$ cat src/rtl/lvds_pkg.sv
// Shared types and default sizes for the LVDS capture framer.
// Latency: n/a (declarations only).
// Backpressure: n/a.
package lvds_pkg;

    // Default sizing of the capture path.
    localparam int LVDS_CH_DEF        = 1;
    localparam int LVDS_DW_DEF        = 15;
    localparam int LVDS_FRAME_LEN_DEF = 512;
    localparam int LVDS_FIFO_AW_DEF   = 12;

    // Width of the frame sequence and drop counters.
    localparam int LVDS_CNT_W = 16;

    // Framer states.
    typedef enum logic [1:0] {
        IDLE      = 2'd0,
        WAIT_SYNC = 2'd1,
        CAPTURE   = 2'd2
    } lvds_state_t;

    // Increment that sticks at all-ones instead of wrapping.
    function automatic logic [LVDS_CNT_W-1:0] sat_inc(input logic [LVDS_CNT_W-1:0] v);
        return (&v) ? v : v + 1'b1;
    endfunction

endpackage

$ cat src/rtl/lvds_sync_2ff.sv
// Two-flop synchroniser that brings a slow level into the CLK_IN domain.
// Latency: 2 CLK_IN edges from a stable input to q.
// Backpressure: none; samples every cycle.
module lvds_sync_2ff (
    input  logic CLK_IN,
    input  logic rst_n,
    input  logic d,
    output logic q
);

    logic meta;

    // Shift the asynchronous level through two flops; both clear on reset.
    always_ff @(posedge CLK_IN or negedge rst_n) begin
        if (!rst_n) begin
            meta <= 1'b0;
            q    <= 1'b0;
        end else begin
            meta <= d;
            q    <= meta;
        end
    end

endmodule

$ cat src/rtl/lvds_frame_capture.sv
// Aligns LVDS lane samples to the D_GROUP rising edge and writes fixed-length frames into a FIFO.
// Latency: pin to wr_data 2 cycles (3 with LVDS_FRAME_HEADER_EN, which also prepends a frame_seq header word).
// Backpressure: a frame starts only if fifo_wr_space covers it; otherwise it is dropped and counted.
module lvds_frame_capture
    import lvds_pkg::*;
#(
    parameter  int CH        = LVDS_CH_DEF,
    parameter  int DW        = LVDS_DW_DEF,
    parameter  int FRAME_LEN = LVDS_FRAME_LEN_DEF,
    parameter  int FIFO_AW   = LVDS_FIFO_AW_DEF,
    localparam int WORD_W    = CH * DW + 1
) (
    input  logic                  CLK_IN,
    input  logic                  rst_n,
    input  logic [CH*DW-1:0]      DATA_IN,
    input  logic                  D_GROUP,
    input  logic                  arm,
    input  logic [FIFO_AW:0]      fifo_wr_space,
    input  logic                  fifo_full,
    output logic                  wr_en,
    output logic [WORD_W-1:0]     wr_data,
    output logic                  wr_sof,
    output logic                  wr_eof,
    output logic [LVDS_CNT_W-1:0] frame_seq,
    output logic [LVDS_CNT_W-1:0] drop_cnt,
    output logic                  overflow,
    output logic                  busy
);

`ifdef LVDS_FRAME_HEADER_EN
    localparam int HDR = 1;
`else
    localparam int HDR = 0;
`endif

    // Entries a frame needs in the FIFO, and the index of its last data word.
    localparam logic [31:0]           NEED_SPACE = 32'(FRAME_LEN + HDR);
    localparam logic [LVDS_CNT_W-1:0] LAST_WORD  = LVDS_CNT_W'(FRAME_LEN - 1);

    // Word 0 is written on the sync cycle without a header, so the counter
    // then starts at 1; with a header, word 0 comes one cycle later.
    localparam logic [LVDS_CNT_W-1:0] FIRST_CNT  = LVDS_CNT_W'(1 - HDR);

    logic [CH*DW-1:0]      data_r;
    logic                  group_r;
    logic                  group_d;
    logic                  sync;
    logic                  arm_s;
    logic                  space_ok;
    logic [WORD_W-1:0]     cap_word;
    logic [WORD_W-1:0]     data_word;
    logic [WORD_W-1:0]     hdr_word;
    lvds_state_t           state;
    logic [LVDS_CNT_W-1:0] word_cnt;

    // Input register stage: one flop on every pin, plus a second on the group
    // marker so its rising edge can be detected.
    always_ff @(posedge CLK_IN or negedge rst_n) begin
        if (!rst_n) begin
            data_r  <= '0;
            group_r <= 1'b0;
            group_d <= 1'b0;
        end else begin
            data_r  <= DATA_IN;
            group_r <= D_GROUP;
            group_d <= group_r;
        end
    end

    assign sync     = group_r & ~group_d;
    assign cap_word = {group_r, data_r};
    assign space_ok = 32'(fifo_wr_space) >= NEED_SPACE;
    assign hdr_word = WORD_W'(frame_seq);

    lvds_sync_2ff u_arm_sync (
        .CLK_IN (CLK_IN),
        .rst_n  (rst_n),
        .d      (arm),
        .q      (arm_s)
    );

`ifdef LVDS_FRAME_HEADER_EN
    logic [WORD_W-1:0] cap_word_d;

    // Extra data stage so the header word can occupy the sync cycle while
    // data word 0 follows one cycle behind it.
    always_ff @(posedge CLK_IN or negedge rst_n) begin
        if (!rst_n) begin
            cap_word_d <= '0;
        end else begin
            cap_word_d <= cap_word;
        end
    end

    assign data_word = cap_word_d;
`else
    assign data_word = cap_word;
`endif

    // Framer FSM: waits for an armed sync with enough space, then streams
    // FRAME_LEN words; all FIFO-side outputs are registered here.
    always_ff @(posedge CLK_IN or negedge rst_n) begin
        if (!rst_n) begin
            state     <= IDLE;
            word_cnt  <= '0;
            wr_en     <= 1'b0;
            wr_data   <= '0;
            wr_sof    <= 1'b0;
            wr_eof    <= 1'b0;
            frame_seq <= '0;
            drop_cnt  <= '0;
            overflow  <= 1'b0;
            busy      <= 1'b0;
        end else begin
            wr_en  <= 1'b0;
            wr_sof <= 1'b0;
            wr_eof <= 1'b0;

            // A strobe presented while the FIFO is full loses that word.
            if (wr_en && fifo_full) begin
                overflow <= 1'b1;
            end

            case (state)
                IDLE: begin
                    if (arm_s) begin
                        state <= WAIT_SYNC;
                    end
                end

                WAIT_SYNC: begin
                    if (!arm_s) begin
                        state <= IDLE;
                    end else if (sync) begin
                        if (space_ok) begin
                            state    <= CAPTURE;
                            busy     <= 1'b1;
                            wr_en    <= 1'b1;
                            wr_sof   <= 1'b1;
                            wr_data  <= (HDR != 0) ? hdr_word : data_word;
                            word_cnt <= FIRST_CNT;
                        end else begin
                            drop_cnt <= sat_inc(drop_cnt);
                        end
                    end
                end

                CAPTURE: begin
                    // Syncs and arm changes are ignored until the frame ends.
                    wr_en    <= 1'b1;
                    wr_data  <= data_word;
                    word_cnt <= word_cnt + 1'b1;
                    if (word_cnt == LAST_WORD) begin
                        wr_eof    <= 1'b1;
                        frame_seq <= frame_seq + 1'b1;
                        busy      <= 1'b0;
                        state     <= arm_s ? WAIT_SYNC : IDLE;
                    end
                end

                default: begin
                    state <= IDLE;
                    busy  <= 1'b0;
                end
            endcase
        end
    end

endmodule

$ cat config.mk
export PLATFORM = sky130hd
export DESIGN_NAME = lvds_frame_capture
export DESIGN_NICKNAME = d
export VERILOG_FILES = /design/src/rtl/lvds_pkg.sv /design/src/rtl/lvds_sync_2ff.sv /design/src/rtl/lvds_frame_capture.sv
export SDC_FILE = /design/constraint.sdc
export NUM_CORES = 1
export LEC_CHECK = 0
export BUFFER_PORTS_ARGS = -buffer_cell sky130_fd_sc_hd__clkbuf_2
export CORE_MARGIN = 3
export CORE_UTILIZATION = 45
export DETAILED_ROUTE_END_ITERATION = 10
export HOLD_SLACK_MARGIN = 0.08
export PLACE_DENSITY_LB_ADDON = 0.2
export SLEW_MARGIN = 20
export SYNTH_ARGS = -nofsm -noshare
export SYNTH_HDL_FRONTEND = slang
export SYNTH_SLANG_ARGS = --single-unit
$ cat constraint.sdc
create_clock -name CLK_IN -period 2.3 [get_ports CLK_IN]
set_input_delay 0.115 -clock CLK_IN [delete_from_list [all_inputs] [get_ports CLK_IN]]
set_output_delay 0.115 -clock CLK_IN [all_outputs]
set_load 0.02 [all_outputs]
==> results of run 1 <==
## layout by cell type, fill, tap and decap left out, types with 3 or more instances in the layout
| cell type | n |
|---|---|
| xnor2_1 | 15 |
| inv_1 | 11 |
| buf_4 | 15 |
| nor3_1 | 4 |
| nand3_1 | 18 |
| a21oi_1 | 6 |
| o21ai_0 | 9 |
| or4_4 | 3 |
| dlygate4sd3_1 | 19 |
| ha_1 | 7 |
| xor2_1 | 18 |
| nor2_1 | 23 |
| mux2_2 | 4 |
| nand4_1 | 11 |
| and3_1 | 9 |
| a31oi_1 | 3 |
| nand2_1 | 76 |
| dfrtp_1 | 90 |
| clkbuf_8 | 9 |
| clkbuf_2 | 75 |
| nor4_1 | 6 |
## registers in the layout, summed over array words and instances (netlist names), 2 cells and up
name / cells
data_r: 15
drop_cnt: 16
frame_seq: 16
state: 2
word_cnt: 16
wr_data: 16
## worst min-delay path: stages
cell      delay (ns)
clkbuf_2        0.09
or4_4           0.16
nor3_2          0.07
a41oi_1         0.17
## cells in the mapped netlist, types with 2 or more instances
| cell type | instances |
|---|---|
| a22o_1 | 2 |
| a21oi_1 | 7 |
| nand4b_1 | 2 |
| dfrtp_1 | 90 |
| clkbuf_1 | 2 |
| o211ai_1 | 2 |
| or4_4 | 3 |
| nor4_1 | 6 |
| and3_1 | 9 |
| inv_1 | 11 |
| buf_2 | 6 |
| nand2_1 | 76 |
| o31a_1 | 2 |
| ha_1 | 7 |
| o2bb2ai_1 | 2 |
| nand2b_1 | 2 |
| nor2_1 | 23 |
| or3_1 | 2 |
| o311ai_0 | 2 |
| xnor2_1 | 15 |
| a31oi_1 | 3 |
| xor2_1 | 18 |
| nor3_1 | 5 |
| mux2_2 | 4 |
| nand3_1 | 18 |
| o21ai_0 | 9 |
| nand4_1 | 11 |
## through the flow
step / area [um2] / utilization
finish: 4870 / 0.590
global route: 4870 / 0.590
CTS: 4860 / 0.589
detailed placement: 4490 / 0.543
global placement: 4490 / 0.543
floorplan: 3860 / -
## power breakdown
group	total (W)	internal (W)	switching, W	leakage [nW]
Clock	0.00100	0.000415	0.000589	0.0940
Sequential	0.00195	0.00180	0.000154	1.17
Combinational	0.000937	0.000357	0.000580	1.19
Total	0.00389	0.00257	0.00132	2.46
## cells by family after synthesis
logic type | Yosys count
AO/OA/AOI/OAI | 37
XOR/XNOR | 33
adder cells (fa/ha/maj) | 7
buffers and inverters | 20
flip-flops | 90
multiplexers | 6
AND/OR/NAND/NOR | 166
## area by class of cell
cell class                      count  share of cell area
Clock buffer                        9              0.0254
Clock inverter                      7              0.0126
Inverter                           11             0.00848
Multi-Input combinational cell    249               0.316
Sequential cell                    90               0.463
Tap cell                          105              0.0270
Timing Repair Buffer              111               0.148
## routing by layer
layer / part of all wire / vias up / wire length [um] / GRT usage
met4: 0.014 / 0 / 105 / 0.0567
met5: 0 / - / 0 / 0
met3: 0.056 / 8 / 429 / 0.0488
met2: 0.48 / 66 / 3700 / 0.279
met1: 0.45 / 1445 / 3490 / 0.220
li1: - / 1469 / - / -
## repair_timing
item / in CTS / in global routing
gates resized for setup: 0 / 1
setup endpoints to repair: 0 / 3
hold endpoints to repair: 108 / 0
hold buffers: 19 / 0
## worst paths after layout
| kind | from | end | cells past startpoint |
|---|---|---|---|
| max | state[1]$_DFFE_PN0P_ | word_cnt[10]$_DFFE_PN0P_ | 8 |
| min | fifo_wr_space[9] | drop_cnt[14]$_DFFE_PN0P_ | 4 |
| max reg2reg | state[1]$_DFFE_PN0P_ | word_cnt[10]$_DFFE_PN0P_ | 8 |
| min reg2reg | u_arm_sync.meta$_DFF_PN0_ | u_arm_sync.q$_DFF_PN0_ | 0 |
| max in group asynchronous | rst_n | u_arm_sync.q$_DFF_PN0_ | 3 |
| min in group asynchronous | rst_n | frame_seq[12]$_DFFE_PN0P_ | 3 |
==> impl_metrics.toml, run 1 <==
[yosys]
synth_compound_area_frac = 0.0648
synth_fp_nets = 399
muxShareOfSynthArea = 0.0181
largest_family_of_logic_cells_by_synthesized_area = "simple AND/OR/NAND/NOR gates"
syn_area_per_cell_um2 = 10.8
synth-xor-area-share = 0.0749
postSynthCellCount = 359
dominantRegCellSynth = "dfrtp_1"
synth_edf_count = 0
synth_seq_area_share = 0.583
synth_adder_area_share = 0.0227
synthDistinctLibCells = 47
syn_area_um2 = 3860
yosys.area.top_type_share = 0.583
register_bit_total_from_synthesis = 90
yosys-top-cells-area = "dfrtp_1, nand2_1, xor2_1, xnor2_1, nand3_1"
ys.warnings.count = 0
synthArstFlopShare = 1.00
share_of_synthesized_cell_area_in_and_or_nand_and_nor_gates = 0.215
synth_top_area_cell = "dfrtp_1"

[worst_setup_path]
timing.critical_path.slowest_stage_cell = "dfrtp_1"
cp-start-kind = "flop"
worst-path-buf-inv = 2
reg2reg_slack_ns = 0.24
critPathCaptureType = "flop"
top_fanout_value_on_the_critical_path = 6
crit_path_max_incr_delay_ns = 0.42
timing.critical_path.arrival_ns = 2.28
critPathKind = "flop to flop"
cp_top_family = "compound AO/OA/AOI/OAI gates"
worst_ep_required_time_ns = 2.52
crit_chain = "inv_1 > ha_1 > nand4b_1 > o22ai_2 > buf_4 > nand2_1 > o211ai_1 > o221ai_1"

[placement]
placedCellCount = 547
setup_slack_placement_ns = 0.160
globalplace.congestion = 0.821
port_buffers = 76
place.detailed.hpwl_um = 5520

[pwr]
total_power_w = 0.00389
power.density_cell_area_nw_per_um2 = 800
max-vdd-ir-drop_uv = 565
lkg_pwr_nw = 2.46

[finish]
drive_gt1_frac = 0.260
num-nets-final = 512
n_antenna_cell = 0
area_of_combinational_cells_with_multiple_inputs_um2 = 1540
area_added_between_synthesis_and_finish_pct = 26.1
seq_area_um2 = 2250
stdcell_count = 582
fill_cells = 726

[clocking]
post_cts_buffers = 0
numClockSinks = 90
tritoncts = "yes"
htree_num_levels = 3
clk-insertion-delay-late_ns = 0.35
cts_root_buffer = "clkbuf_8"
path_clk_slew_ns = 0.10
ctsLongestPathBuffers = 2
cts_buffers = 9

[global_route]
pin_count_of_the_biggest_net_entering_global_routing = 91
global_route_wire_length_before_repair_um = 13600
grt_antenna_before_repair = 0
grt_pass1_vias = 2984
grt.overflow.total = 0
overall_global_routing_usage = 0.171

[timing]
worstMarginPinSlew_ns = 0.473
final_hold_viol_count = 0
final-setup-viol-count = 0
finClkSkew_ns = 0.0134
slew-limit-headroom = 0.685
setup_slack_ns = 0.243
fin_worst_hold_slack_ns = 0.294
fin_max_slew_vios = 0
fin_setup_tns_ns = 0
finalCriticalPeriod_ns = 2.06
max_freq_mhz = 486
setup_repair_after_global_routing_missed_its_margin = "no"
final_worst_path_period_share = 0.894

[run_status]
status = "finished clean"

[die]
fp.dieH_um = 98.6
io_pins = 86
floorplan.die_area_um2 = 9730
floorplan.core_area_um2 = 8260
die_w_um = 98.6
rows = 33
floorplan.initialDensity = 0.468

[route]
drc_markers = 0
wirelength_um = 7720
route.detailed.wl_per_inst_um = 13.3
drt_iter0_markers = 102
route.antenna.remaining_nets = 0
drt_pre_antenna_iters = 4
vias_per_cell = 5.13
vias = 2988

[flow_run]
drv.max_cap_violation_count = 0

[worst_hold_path]
holdCritPathClass = "input port to flop"
Note: power is estimated with default switching activity, not from simulation.
==> run 2, diff against run 1 <==
PLACE_DENSITY = 0.68   (was not set)
PLACE_DENSITY_LB_ADDON = not set   (was 0.2)
==> run 2 against run 1 <==
  * Sequential power is essentially flat
  * Global-route usage grew 0.31 points
  * Sequential cell count is the same
  * First-iteration DRC count grew 61%
  * Critical path depth grew 1
  * Fmax grew 2.5%
  * Clock power is essentially flat
  * Clock skew shrank 0.0016 ns
  * Register-to-register slack gained 0.05 ns
  * Routed wire length grew 4.3%
  * Core utilization grew 0.15 points
  * Critical endpoint is now word_cnt[7]$_DFFE_PN0P_
  * Largest power group unchanged
==> impl_metrics.toml, run 2 (synthesis gave the netlist of run 1 again) <==
[run_status]
status = "finished clean"

[worst_setup_path]
cp-start-kind = "flop"
critPathCaptureType = "flop"
top_fanout_value_on_the_critical_path = 17
timing.critical_path.arrival_ns = 2.27
worst_ep_required_time_ns = 2.57
critPathKind = "flop to flop"

[die]
floorplan.core_area_um2 = 8260
io_pins = 86
fp.dieH_um = 98.6
floorplan.die_area_um2 = 9730
floorplan.initialDensity = 0.468
rows = 33
die_w_um = 98.6

[clocking]
cts_buffers = 9
path_clk_slew_ns = 0.09
clk-insertion-delay-late_ns = 0.35
ctsLongestPathBuffers = 2
cts_root_buffer = "clkbuf_8"
numClockSinks = 90
htree_num_levels = 3
tritoncts = "yes"
post_cts_buffers = 0

[timing]
final_hold_viol_count = 0
final_worst_path_period_share = 0.872
fin_max_slew_vios = 0
max_freq_mhz = 498
finClkSkew_ns = 0.0117
setup_repair_after_global_routing_missed_its_margin = "no"
fin_setup_tns_ns = 0
final-setup-viol-count = 0
worstMarginPinSlew_ns = 0.641
finalCriticalPeriod_ns = 2.01
slew-limit-headroom = 0.573

[global_route]
overall_global_routing_usage = 0.174
pin_count_of_the_biggest_net_entering_global_routing = 46
grt_pass1_vias = 2999
grt_antenna_before_repair = 0
global_route_wire_length_before_repair_um = 13800
grt.overflow.total = 0

[placement]
placement.cell_area_um2 = 4510
port_buffers = 76
globalplace.congestion = 0.862
place.detailed.hpwl_um = 5610

[flow_run]
drv.max_cap_violation_count = 0

[route]
vias_per_cell = 5.12
route.detailed.wl_per_inst_um = 13.7
wirelength_um = 8050
route.antenna.remaining_nets = 0
vias = 3003
drt_iter0_markers = 164
drt_pre_antenna_iters = 4
drc_markers = 0

[finish]
drive_gt1_frac = 0.266
mostFrequentLayoutCells = "dfrtp_1, nand2_1, clkbuf_2"
area_added_between_synthesis_and_finish_pct = 26.4
post_route_core_utilization = 0.591
n_antenna_cell = 0
num-nets-final = 517
layout.cells.most_common = "dfrtp_1"
stdcell_area_um2 = 4880

[pwr]
netSwitchingFraction = 0.341
max-vdd-ir-drop_uv = 585
clock_power_share = 0.251
netSwitchingPower_w = 0.00132
seq_power_share = 0.506
intPower_w = 0.00255
lkg_pwr_nw = 2.47
comb_power_share = 0.243
power.density_cell_area_nw_per_um2 = 793

[worst_hold_path]
holdCritPathClass = "input port to flop"
-- run 2: final cells by class --
cell class | count | area (um2)
timing repair buffer | 116 | 743
multi-input combinational | 249 | 1540
sequential | 90 | 2250
inverter | 11 | 41.3
clock inverter | 7 | 53.8
fill | 709 | 3380
clock buffer | 9 | 124
tap | 105 | 131
-- run 2: power by group through the flow --
stage	Combinational [W]	Sequential (W)	Clock, W
floorplan	0.000370	0.00215	0
global placement	0.000897	0.00198	0
detailed placement	0.000924	0.00198	0
CTS	0.000944	0.00196	0.00101
global route	0.00105	0.00199	0.00108
finish	0.000939	0.00196	0.000973
-- run 2: repair_timing --
item | CTS | global route
hold buffers | 19 | 0
resized for setup | 0 | 1
hold endpoints to repair | 60 | 0
endpoints found under the setup margin | 0 | 11
-- run 2: metal layers --
layer  wire length, um  up-vias  share of wire  track usage
li1                  -     1472              -            -
met1              3630     1436           0.45        0.234
met2              3840       89           0.48        0.278
met3               524        6          0.065       0.0446
met4                63        0         0.0078       0.0536
met5                 0        -              0            0
-- run 2: worst paths after layout --
check                                           from                        end  slack [ns]  cells after the start
max                             state[1]$_DFFE_PN0P_    word_cnt[7]$_DFFE_PN0P_        0.29                      9
min                                fifo_wr_space[12]    drop_cnt[5]$_DFFE_PN0P_        0.30                      5
max reg2reg                     state[1]$_DFFE_PN0P_    word_cnt[7]$_DFFE_PN0P_        0.29                      9
min reg2reg                u_arm_sync.meta$_DFF_PN0_     u_arm_sync.q$_DFF_PN0_        0.37                      0
max in group asynchronous                      rst_n    wr_data[15]$_DFFE_PN0P_        1.40                      3
min in group asynchronous                      rst_n  frame_seq[11]$_DFFE_PN0P_        0.31                      2
-- run 2: critical path: stages (launching register included) --
cell and delay [ns]:
dfrtp_1 0.39, inv_1 0.07, ha_1 0.23, nand4b_1 0.15, buf_4 0.19, o22ai_2 0.11, buf_4 0.24, nor4b_1 0.26
mux2i_1 0.13, o21ai_0 0.17
-- run 2: per-stage QoR --
stage,setup slack [ns],power (W),hold WS [ns],instances
after floorplan,0.345,0.00252,-0.181,359
after global placement,0.139,0.00288,0.159,552
after detailed placement,0.0715,0.00290,0.161,552
after CTS,0.0180,0.00391,0.284,587
after global routing,0.0507,0.00412,0.316,587
final,0.294,0.00387,0.304,587
